==> config.mk <==
export PLATFORM = sky130hd
export DESIGN_NAME = fifo_rd_arb
export DESIGN_NICKNAME = d
export VERILOG_FILES = /design/src/rtl/fifo_arb_pkg.sv /design/src/rtl/rr_pick.sv /design/src/rtl/fifo_rd_arb.sv
export SDC_FILE = /design/constraint.sdc
export NUM_CORES = 1
export LEC_CHECK = 0
export ABC_AREA = 1
export CAP_MARGIN = 20
export CELL_PAD_IN_SITES_DETAIL_PLACEMENT = 0
export CELL_PAD_IN_SITES_GLOBAL_PLACEMENT = 1
export CORE_MARGIN = 5
export CORE_UTILIZATION = 32
export CTS_CLUSTER_SIZE = 20
export DETAILED_ROUTE_END_ITERATION = 10
export GPL_ROUTABILITY_DRIVEN = 0
export PLACE_DENSITY_LB_ADDON = 0.1
export SYNTH_ARGS = -nofsm -noshare
export SYNTH_HDL_FRONTEND = slang
export SYNTH_SLANG_ARGS = --single-unit
export TNS_END_PERCENT = 10
==> constraint.sdc <==
create_clock -name rclk -period 2 [get_ports rclk]
set_input_delay 0.3 -clock rclk [delete_from_list [all_inputs] [get_ports rclk]]
set_output_delay 0.3 -clock rclk [all_outputs]
set_load 0.005 [all_outputs]
==> src/rtl/fifo_arb_pkg.sv <==
// Shared definitions for the FIFO read-side scheduler: FSM encodings and
// width helpers for source indices and burst counters.
package fifo_arb_pkg;

  localparam logic [0:0] ST_IDLE  = 1'b0;
  localparam logic [0:0] ST_BURST = 1'b1;

  // Index width for n sources; never below one bit.
  function automatic int unsigned src_w(input int unsigned n);
    return (n > 1) ? $clog2(n) : 1;
  endfunction

  // Burst counter width; one spare bit so the count never wraps at BURST=256.
  function automatic int unsigned cnt_w(input int unsigned b);
    return $clog2(b) + 1;
  endfunction

  localparam int unsigned DEF_NUM_SRC = 4;
  localparam int unsigned DEF_DSIZE   = 8;
  localparam int unsigned DEF_BURST   = 4;
  localparam int unsigned DEF_SRC_W   = src_w(DEF_NUM_SRC);
  localparam int unsigned DEF_CNT_W   = cnt_w(DEF_BURST);

endpackage

==> src/rtl/rr_pick.sv <==
// Combinational rotating priority encoder: first set request at or after
// the start pointer, wrapping modulo N.
module rr_pick
  import fifo_arb_pkg::*;
#(
  parameter  int unsigned N  = DEF_NUM_SRC,
  localparam int unsigned IW = src_w(N)
) (
  input  logic [N-1:0]  req,
  input  logic [IW-1:0] start,
  output logic          hit,
  output logic [IW-1:0] idx
);

  logic [IW:0] pos;

  always_comb begin
    hit = 1'b0;
    idx = '0;
    pos = '0;
    for (int unsigned i = 0; i < N; i++) begin
      pos = {1'b0, start} + (IW+1)'(i);
      if (pos >= (IW+1)'(N)) begin
        pos = pos - (IW+1)'(N);
      end
      if (!hit && req[pos[IW-1:0]]) begin
        hit = 1'b1;
        idx = pos[IW-1:0];
      end
    end
  end

endmodule

==> src/rtl/fifo_rd_arb.sv <==
// Round-robin burst scheduler draining several FIFO read ports into one
// registered valid/ready stream, all in the FIFO read clock domain.
module fifo_rd_arb
  import fifo_arb_pkg::*;
#(
  parameter  int unsigned NUM_SRC = DEF_NUM_SRC,
  parameter  int unsigned DSIZE   = DEF_DSIZE,
  parameter  int unsigned BURST   = DEF_BURST,
  localparam int unsigned SW      = src_w(NUM_SRC),
  localparam int unsigned CW      = cnt_w(BURST)
) (
  input  logic                     rclk,
  input  logic                     rrst,
  input  logic [NUM_SRC-1:0]       src_en,
  input  logic [NUM_SRC-1:0]       rempty,
  input  logic [NUM_SRC*DSIZE-1:0] rdata,
  output logic [NUM_SRC-1:0]       rinc,
  output logic                     m_valid,
  output logic [DSIZE-1:0]         m_data,
  output logic [SW-1:0]            m_src,
  output logic                     m_last,
  input  logic                     m_ready,
  output logic                     busy
);

  logic [0:0]       state, state_nxt;
  logic [SW-1:0]    ptr, ptr_nxt;
  logic [SW-1:0]    gnt, gnt_nxt;
  logic [CW-1:0]    cnt, cnt_nxt;
  logic             pick_hit;
  logic [SW-1:0]    pick_idx;
  logic [DSIZE-1:0] sel_data;
  logic             sel_empty;
  logic             sel_en;
  logic             can_take;
  logic             pop;
  logic             last_word;
  logic [SW-1:0]    ptr_after;

  rr_pick #(.N(NUM_SRC)) u_pick (
    .req   (src_en & ~rempty),
    .start (ptr),
    .hit   (pick_hit),
    .idx   (pick_idx)
  );

  // Granted source's data and status, without variable-index reach past NUM_SRC.
  always_comb begin
    sel_data  = '0;
    sel_empty = 1'b1;
    sel_en    = 1'b0;
    for (int unsigned i = 0; i < NUM_SRC; i++) begin
      if (gnt == SW'(i)) begin
        sel_data  = rdata[i*DSIZE +: DSIZE];
        sel_empty = rempty[i];
        sel_en    = src_en[i];
      end
    end
  end

  always_comb begin
    can_take  = !m_valid || m_ready;
    pop       = (state == ST_BURST) && !rrst && !sel_empty && sel_en && can_take;
    last_word = (cnt == CW'(BURST - 1));
    ptr_after = (gnt == SW'(NUM_SRC - 1)) ? '0 : gnt + SW'(1);
  end

  always_comb begin
    rinc = '0;
    for (int unsigned i = 0; i < NUM_SRC; i++) begin
      rinc[i] = pop && (gnt == SW'(i));
    end
  end

  // Next-state logic: arbitrate in IDLE, count pops and detect burst end in BURST.
  always_comb begin
    state_nxt = state;
    ptr_nxt   = ptr;
    gnt_nxt   = gnt;
    cnt_nxt   = cnt;
    case (state)
      ST_IDLE: begin
        if (pick_hit) begin
          gnt_nxt   = pick_idx;
          cnt_nxt   = '0;
          state_nxt = ST_BURST;
        end
      end
      ST_BURST: begin
        if (pop) begin
          cnt_nxt = cnt + CW'(1);
        end
        if (sel_empty || !sel_en || (pop && last_word)) begin
          ptr_nxt   = ptr_after;
          state_nxt = ST_IDLE;
        end
      end
      default: begin
        state_nxt = ST_IDLE;
      end
    endcase
  end

  always_ff @(posedge rclk or posedge rrst) begin
    if (rrst) begin
      state <= ST_IDLE;
      ptr   <= '0;
      gnt   <= '0;
      cnt   <= '0;
      busy  <= 1'b0;
    end else begin
      state <= state_nxt;
      ptr   <= ptr_nxt;
      gnt   <= gnt_nxt;
      cnt   <= cnt_nxt;
      busy  <= (state_nxt == ST_BURST);
    end
  end

  // Output register: loads on pop, drains on handshake, otherwise holds.
  always_ff @(posedge rclk or posedge rrst) begin
    if (rrst) begin
      m_valid <= 1'b0;
      m_data  <= '0;
      m_src   <= '0;
      m_last  <= 1'b0;
    end else if (pop) begin
      m_valid <= 1'b1;
      m_data  <= sel_data;
      m_src   <= gnt;
      m_last  <= last_word;
    end else if (m_valid && m_ready) begin
      m_valid <= 1'b0;
    end
  end

endmodule
==> run_results.csv, run 1 <==
group,metric,value,unit
power_and_ir_drop,p_per_area,1268,nW/um2
setup_path,end_kind,"output pin",
setup_path,critPathMaxStageDelay,0.41,ns
setup_path,path_cells,"buf_4, ha_2, a21oi_2, nand2_2, nand2_4, nand3_4, nor2_1, buf_2",
setup_path,r2r_end,"cnt[0]",
floorplan,row_count,26,
floorplan,fp.dieH,81.54,um
clock_network,htree_levels,1,
sta,finalMaxSlewViolations,0,
logic_synthesis,synth.most_common_cell,"nand2_1",
logic_synthesis,synth-simple-area-share,0.3529,
drt,wire_per_inst,12.74,um
setup_path,critPathLaunch,"gnt[1]",
layout,fillCellCount,507,
place,hpwl,3728,um
sta,post-route-min-period,1.921,ns
logic_synthesis,postSynthAreaPerCell,7.912,um2
layout,nets,340,
sta,max_slew_margin,0.6917,
layout,drive_gt1_frac,0.2862,
global_route,grt_antenna_before_repair,0,
power_and_ir_drop,power_leakage,0.001159,uW
sta,setup_viol,0,
floorplan,die_area,6649,um2
logic_synthesis,ys_async_sr_fraction,1.000,
place,dpl_worst_slack,-0.1832,ns
logic_synthesis,synth_fa_ha_area_frac,0.04584,
logic_synthesis,synth-seq-area-share,0.3056,
drt,drc,0,
clock_network,cts_hold_buf,0,
clock_network,clk_pin_slew,0.07,ns
setup_path,cp_max_fo,5,
setup_path,crit_slowest_cell,"dfrtp_1",
logic_synthesis,synth_area_leaders,"dfrtp_1 31%, nand2_1 10%, nand3_1 6.1%",
drt,vias,1621,
sta,worst_slack,0.07882,ns
place,io_buffers,59,
drt,firstDrtPassIters,4,
layout,design_area,2564,um2
logic_synthesis,synth_seq_cells,20,
sta,rsz0062_at_grt,"yes",
floorplan,core_area,5042,um2
logic_synthesis,synth_edf_count,0,
logic_synthesis,netlist_instances,207,
outcome,status,"finished clean",
clock_network,cts_buffers,3,
setup_path,crit_required,1.70,ns
setup_path,ff2ff_path_depth,9,
global_route,grt_max_degree,29,
logic_synthesis,synth_top_family_by_area,"simple AND/OR/NAND/NOR gates",
power_and_ir_drop,peakVddDrop,0.0007999,V
logic_synthesis,yosys-top-cells-count,"45 x nand2_1, 20 x dfrtp_1, 20 x nand3_1",
logic_synthesis,syn_area,1638,um2
sta,finalCritPeriodShare,0.9606,
worst_hold_path,hold_class,"in -> async",
global_route,grt_overflow,0,
logic_synthesis,synthMuxAreaShare,0,
floorplan,ios,60,
drt,first_iter_violations,76,
layout,syn2layout_area_growth,56.53,%
run,maxCapViolCount,0,
global_route,grt_pass1_vias,1589,
logic_synthesis,synth_cell_types,29,
clock_network,clk_latency,0.26,ns
sta,skew,0.002893,ns
setup_path,critical_path_class,"reg -> out",
layout,n_antenna_cell,0,
clock_network,cts_buffer_depth,2,
global_route,grt.total_usage,0.1396,
clock_network,tritoncts,"yes",
logic_synthesis,synth_area_leader_cell,"dfrtp_1",
floorplan,die_w,81.54,um
floorplan,start_util,0.3248,
sta,hold_viol_final,0,
logic_synthesis,synth_ff_type,"dfrtp_1",
logic_synthesis,synth_compound_area_frac,0.1956,
setup_path,start_kind,"register",
drt,ant_nets,0,
layout,fin_util,0.5084,
sta,max_freq,0.5205,GHz
drt,viasPerCell,4.503,
clock_network,root_buffer,"clkbuf_8",
clock_network,cts.sinks,20,
drt,routed_wl,4586,um
setup_path,reg2reg_slack,0.22,ns
sta,worstMarginPinSlew,0.4625,ns
setup_path,reg2reg_from,"gnt[0]",
logic_synthesis,syn-num-nets,256,
logic_synthesis,synth_xor_area_frac,0,
logic_synthesis,yosysWarnings,0,
place,dpl_cell_area,2451,um2
global_route,grt_first_pass_wirelength,7203,um
setup_path,cp.arrival,1.62,ns
logic_synthesis,synth_top_area_frac,0.3056,
sta,final.setup.tns,0,ns
-- report_power, final --
group	switching (uW)	total (uW)	leakage (uW)	internal (uW)
Clock	135	402	0.0000357	267
Sequential	146	703	0.000259	558
Combinational	1130	2150	0.000864	1020
Total	1410	3250	0.00116	1840
-- cell usage in the layout, fill, tap and decap left out, types with 2 or more instances in the layout --
master,count
clkdlybuf4s50_1,55
nand2_1,44
buf_4,28
nand3_1,20
dfrtp_1,20
nor2_1,17
inv_1,14
nand3_2,9
a22oi_1,8
o21ai_0,8
o21bai_1,8
o21ai_2,8
nand2_2,6
inv_2,5
o21ai_1,4
buf_2,4
nand2_4,3
nand3_4,3
clkbuf_8,3
nor2_4,2
or2_1,2
a21oi_1,2
ha_1,2
ha_4,2
ha_2,2
-- what timing repair did --
item                                    4_1_cts  5_1_grt
setup buffers                                 0        2
gates resized for setup                      21        9
endpoints found under the setup margin        4        4
pin swaps                                     0        5
-- per-layer routing --
metal  GRT usage  share of wire  vias up  routed length, um
li1            -              -      853                  -
met1      0.1607           0.42      731               1935
met2      0.2679           0.52       35               2384
met3     0.03180          0.057        2                260
met4     0.01520         0.0013        0                  6
met5           0              0        -                  0
-- stage by stage --
step                hold WS (ns)  total power [uW]  instances
finish                    0.3792              3251        360
global route              0.4041              3553        360
CTS                       0.3845              3235        358
detailed placement        0.4697              2791        354
global placement          0.4672              2782        354
floorplan                 0.2638              2047        207
-- registers in the layout (all words and copies together), names as in the netlist --
register	flops
m_src	2
m_data	8
ptr	2
m_valid	1
m_last	1
state	1
cnt	3
gnt	2
-- kinds of logic (layout without fill, tap and decap cells) --
kind of cell             after synthesis  count (layout)
AO/OA/AOI/OAI                         43              43
adder cells (fa/ha/maj)                6               6
buffers and inverters                 30             113
flip-flops                            20              20
AND/OR/NAND/NOR                      108             108
-- area by class of cell --
| cell class | count | area, um2 | share of cell area |
|---|---|---|---|
| Multi-Input combinational cell | 157 | 1020 | 0.3978 |
| Inverter | 21 | 83.83 | 0.03270 |
| Clock inverter | 1 | 30.03 | 0.01171 |
| Timing Repair Buffer | 88 | 800.8 | 0.3123 |
| Sequential cell | 20 | 500.5 | 0.1952 |
| Tap cell | 70 | 87.58 | 0.03416 |
| Clock buffer | 3 | 41.29 | 0.01611 |
-- worst max-delay path: cells and delay by family (launching register included) --
family          cells  cell delay, ns
simple gates        4            0.33
flops               1            0.41
compound gates      1            0.15
buf+inv             2            0.29
fa+ha+maj           1            0.19
-- worst max-delay path by stage --
stage	endpoint	cells past startpoint	slack, ns
3_3_place_gp	rinc[3]	10	-0.16
2_1_floorplan	rinc[0]	11	0.25
6_report	rinc[3]	8	0.08
3_5_place_dp	rinc[3]	10	-0.18
4_1_cts	rinc[0]	8	-0.0004
5_1_grt	rinc[0]	11	-0.05
Power figures use the tool's default switching activity.
==> inputs of run 2 (changes only) <==
- PLACE_DENSITY_LB_ADDON: 0.1 -> 0.15
==> run 2 against run 1 <==
  * Via count is 2.2% lower
  * Sequential share of layout area is 0.43 points higher
  * Fmax is 1.3% lower
  * Sequential power is 2% higher
  * Largest power group unchanged
==> run_results.csv, run 2 (synthesis results as in run 1) <==
group,metric,value,unit
place,io_buffers,59,
clock_network,root_buffer,"clkbuf_8",
power_and_ir_drop,p_per_area,1266,nW/um2
worst_hold_path,hold_class,"in -> async",
clock_network,clk_latency,0.26,ns
floorplan,row_count,26,
clock_network,cts_setup_buffers,0,
sta,worstMarginPinSlew,0.4388,ns
layout,n_antenna_cell,0,
sta,finalCritPeriodShare,0.9735,
floorplan,die_area,6649,um2
drt,firstDrtPassIters,4,
place,hpwl,3679,um
layout,nets,335,
layout,largest_reg_flops,8,
sta,worst_slack,0.05308,ns
global_route,grt.total_usage,0.1382,
drt,drc,0,
drt,first_iter_violations,50,
setup_path,crit_required,1.70,ns
global_route,grt_overflow,0,
place,dp_cells,351,
floorplan,fp.dieH,81.54,um
sta,rsz0062_at_grt,"yes",
clock_network,cts_hold_buf,0,
layout,largestRegisters,"m_data x8, cnt x3",
layout,drive_gt1_frac,0.2737,
clock_network,tritoncts,"yes",
drt,routed_wl,4502,um
run,maxCapViolCount,0,
clock_network,cts_buffers,3,
drt,wire_per_inst,12.68,um
drt,ant_nets,0,
setup_path,start_kind,"register",
sta,finalMaxSlewViolations,0,
clock_network,cts.sinks,20,
global_route,grt_max_degree,29,
setup_path,reg2reg_from,"gnt[0]",
global_route,grt_antenna_before_repair,0,
layout,syn2layout_area_growth,53.55,%
setup_path,ff2ff_path_depth,12,
setup_path,critical_path_class,"reg -> out",
power_and_ir_drop,power_leakage,0.001129,uW
place,dpl_worst_slack,-0.1961,ns
floorplan,start_util,0.3248,
floorplan,ios,60,
floorplan,die_w,81.54,um
power_and_ir_drop,finalPower,3184,uW
sta,max_freq,0.5136,GHz
outcome,status,"finished clean",
setup_path,cp.arrival,1.65,ns
layout,fin_util,0.4988,
sta,skew,0.005062,ns
drt,viasPerCell,4.465,
power_and_ir_drop,peakVddDrop,0.0006998,V
sta,setup_viol,0,
floorplan,core_area,5042,um2
setup_path,critPathLaunch,"gnt[0]",
sta,max_slew_margin,0.7043,
clock_network,htree_levels,1,
clock_network,clk_pin_slew,0.08,ns
setup_path,cp_max_fo,5,
drt,vias,1585,
layout,layout_common_cells,"55 x clkdlybuf4s50_1, 45 x nand2_1, 24 x buf_4, 20 x nand3_1, 19 x dfrtp_1",
global_route,grt_first_pass_wirelength,7251,um
setup_path,end_kind,"output pin",
global_route,grt_pass1_vias,1560,
layout,layoutNonFillerInstCount,355,
layout,final_common_cell,"clkdlybuf4s50_1",
layout,fillCellCount,530,
sta,post-route-min-period,1.947,ns
layout,regMostFlops,"m_data",
clock_network,cts_buffer_depth,2,
sta,hold_viol_final,0,
[run 2: cell count changes in the layout (fill, tap and decap cells not counted), sizes merged]
cell	before	now
buf	33	27
clkbuf	3	4
[run 2: critical path, cell delays in order (launching register included)]
cell and delay (ns):
dfrtp_2 0.47, inv_4 0.09, ha_4 0.13, inv_2 0.04, nor2_4 0.08, nand2_1 0.06, nand3_2 0.06, nand2_2 0.06
nand2_4 0.07, nand3_4 0.10, nor2_1 0.10, buf_2 0.13
[run 2: worst paths after layout]
| kind | endpoint | slack [ns] |
|---|---|---|
| min reg2reg | m_data[2] | 0.48 |
| min | m_valid | 0.32 |
| max reg2reg | cnt[0] | 0.21 |
| max in group asynchronous | gnt[0] | 1.21 |
| min in group rclk | m_data[2] | 0.48 |
| max | rinc[3] | 0.05 |
[run 2: report_power, final]
group          internal, uW  switching, uW
registers               560            155
logic                   976           1090
clock network           267            138
[run 2: area by class of cell]
type                       instances  area, um2  area share
timing repair buffer              83      750.7      0.2985
inverter                          21      86.33     0.03433
clock inverter                     1      30.03     0.01194
tap                               70      87.58     0.03483
multi-input combinational        157       1017      0.4045
clock buffer                       3      41.29     0.01642
sequential                        20      501.7      0.1995
[run 2: per-layer routing]
metal | wire length [um] | up-vias | global-route usage
met5 | 0 | - | 0
met4 | 7 | 0 | 0.005068
met3 | 264 | 2 | 0.03180
met2 | 2263 | 34 | 0.2598
met1 | 1967 | 704 | 0.1672
li1 | - | 845 | -
[run 2: timing repair]
item,4_1_cts,5_1_grt
pin swaps,0,2
endpoints found under the setup margin,4,4
resized for setup,15,15
endpoints found under the hold margin,0,0
[run 2: per-stage QoR]
stage	setup TNS, ns	hold WS [ns]	instance area [um2]
finish	0	0.3168	2515
global route	-0.1781	0.3437	2515
CTS	-0.1635	0.3286	2487
detailed placement	-0.6917	0.4675	2416
global placement	-0.5646	0.4651	2416
floorplan	0	0.2638	1638
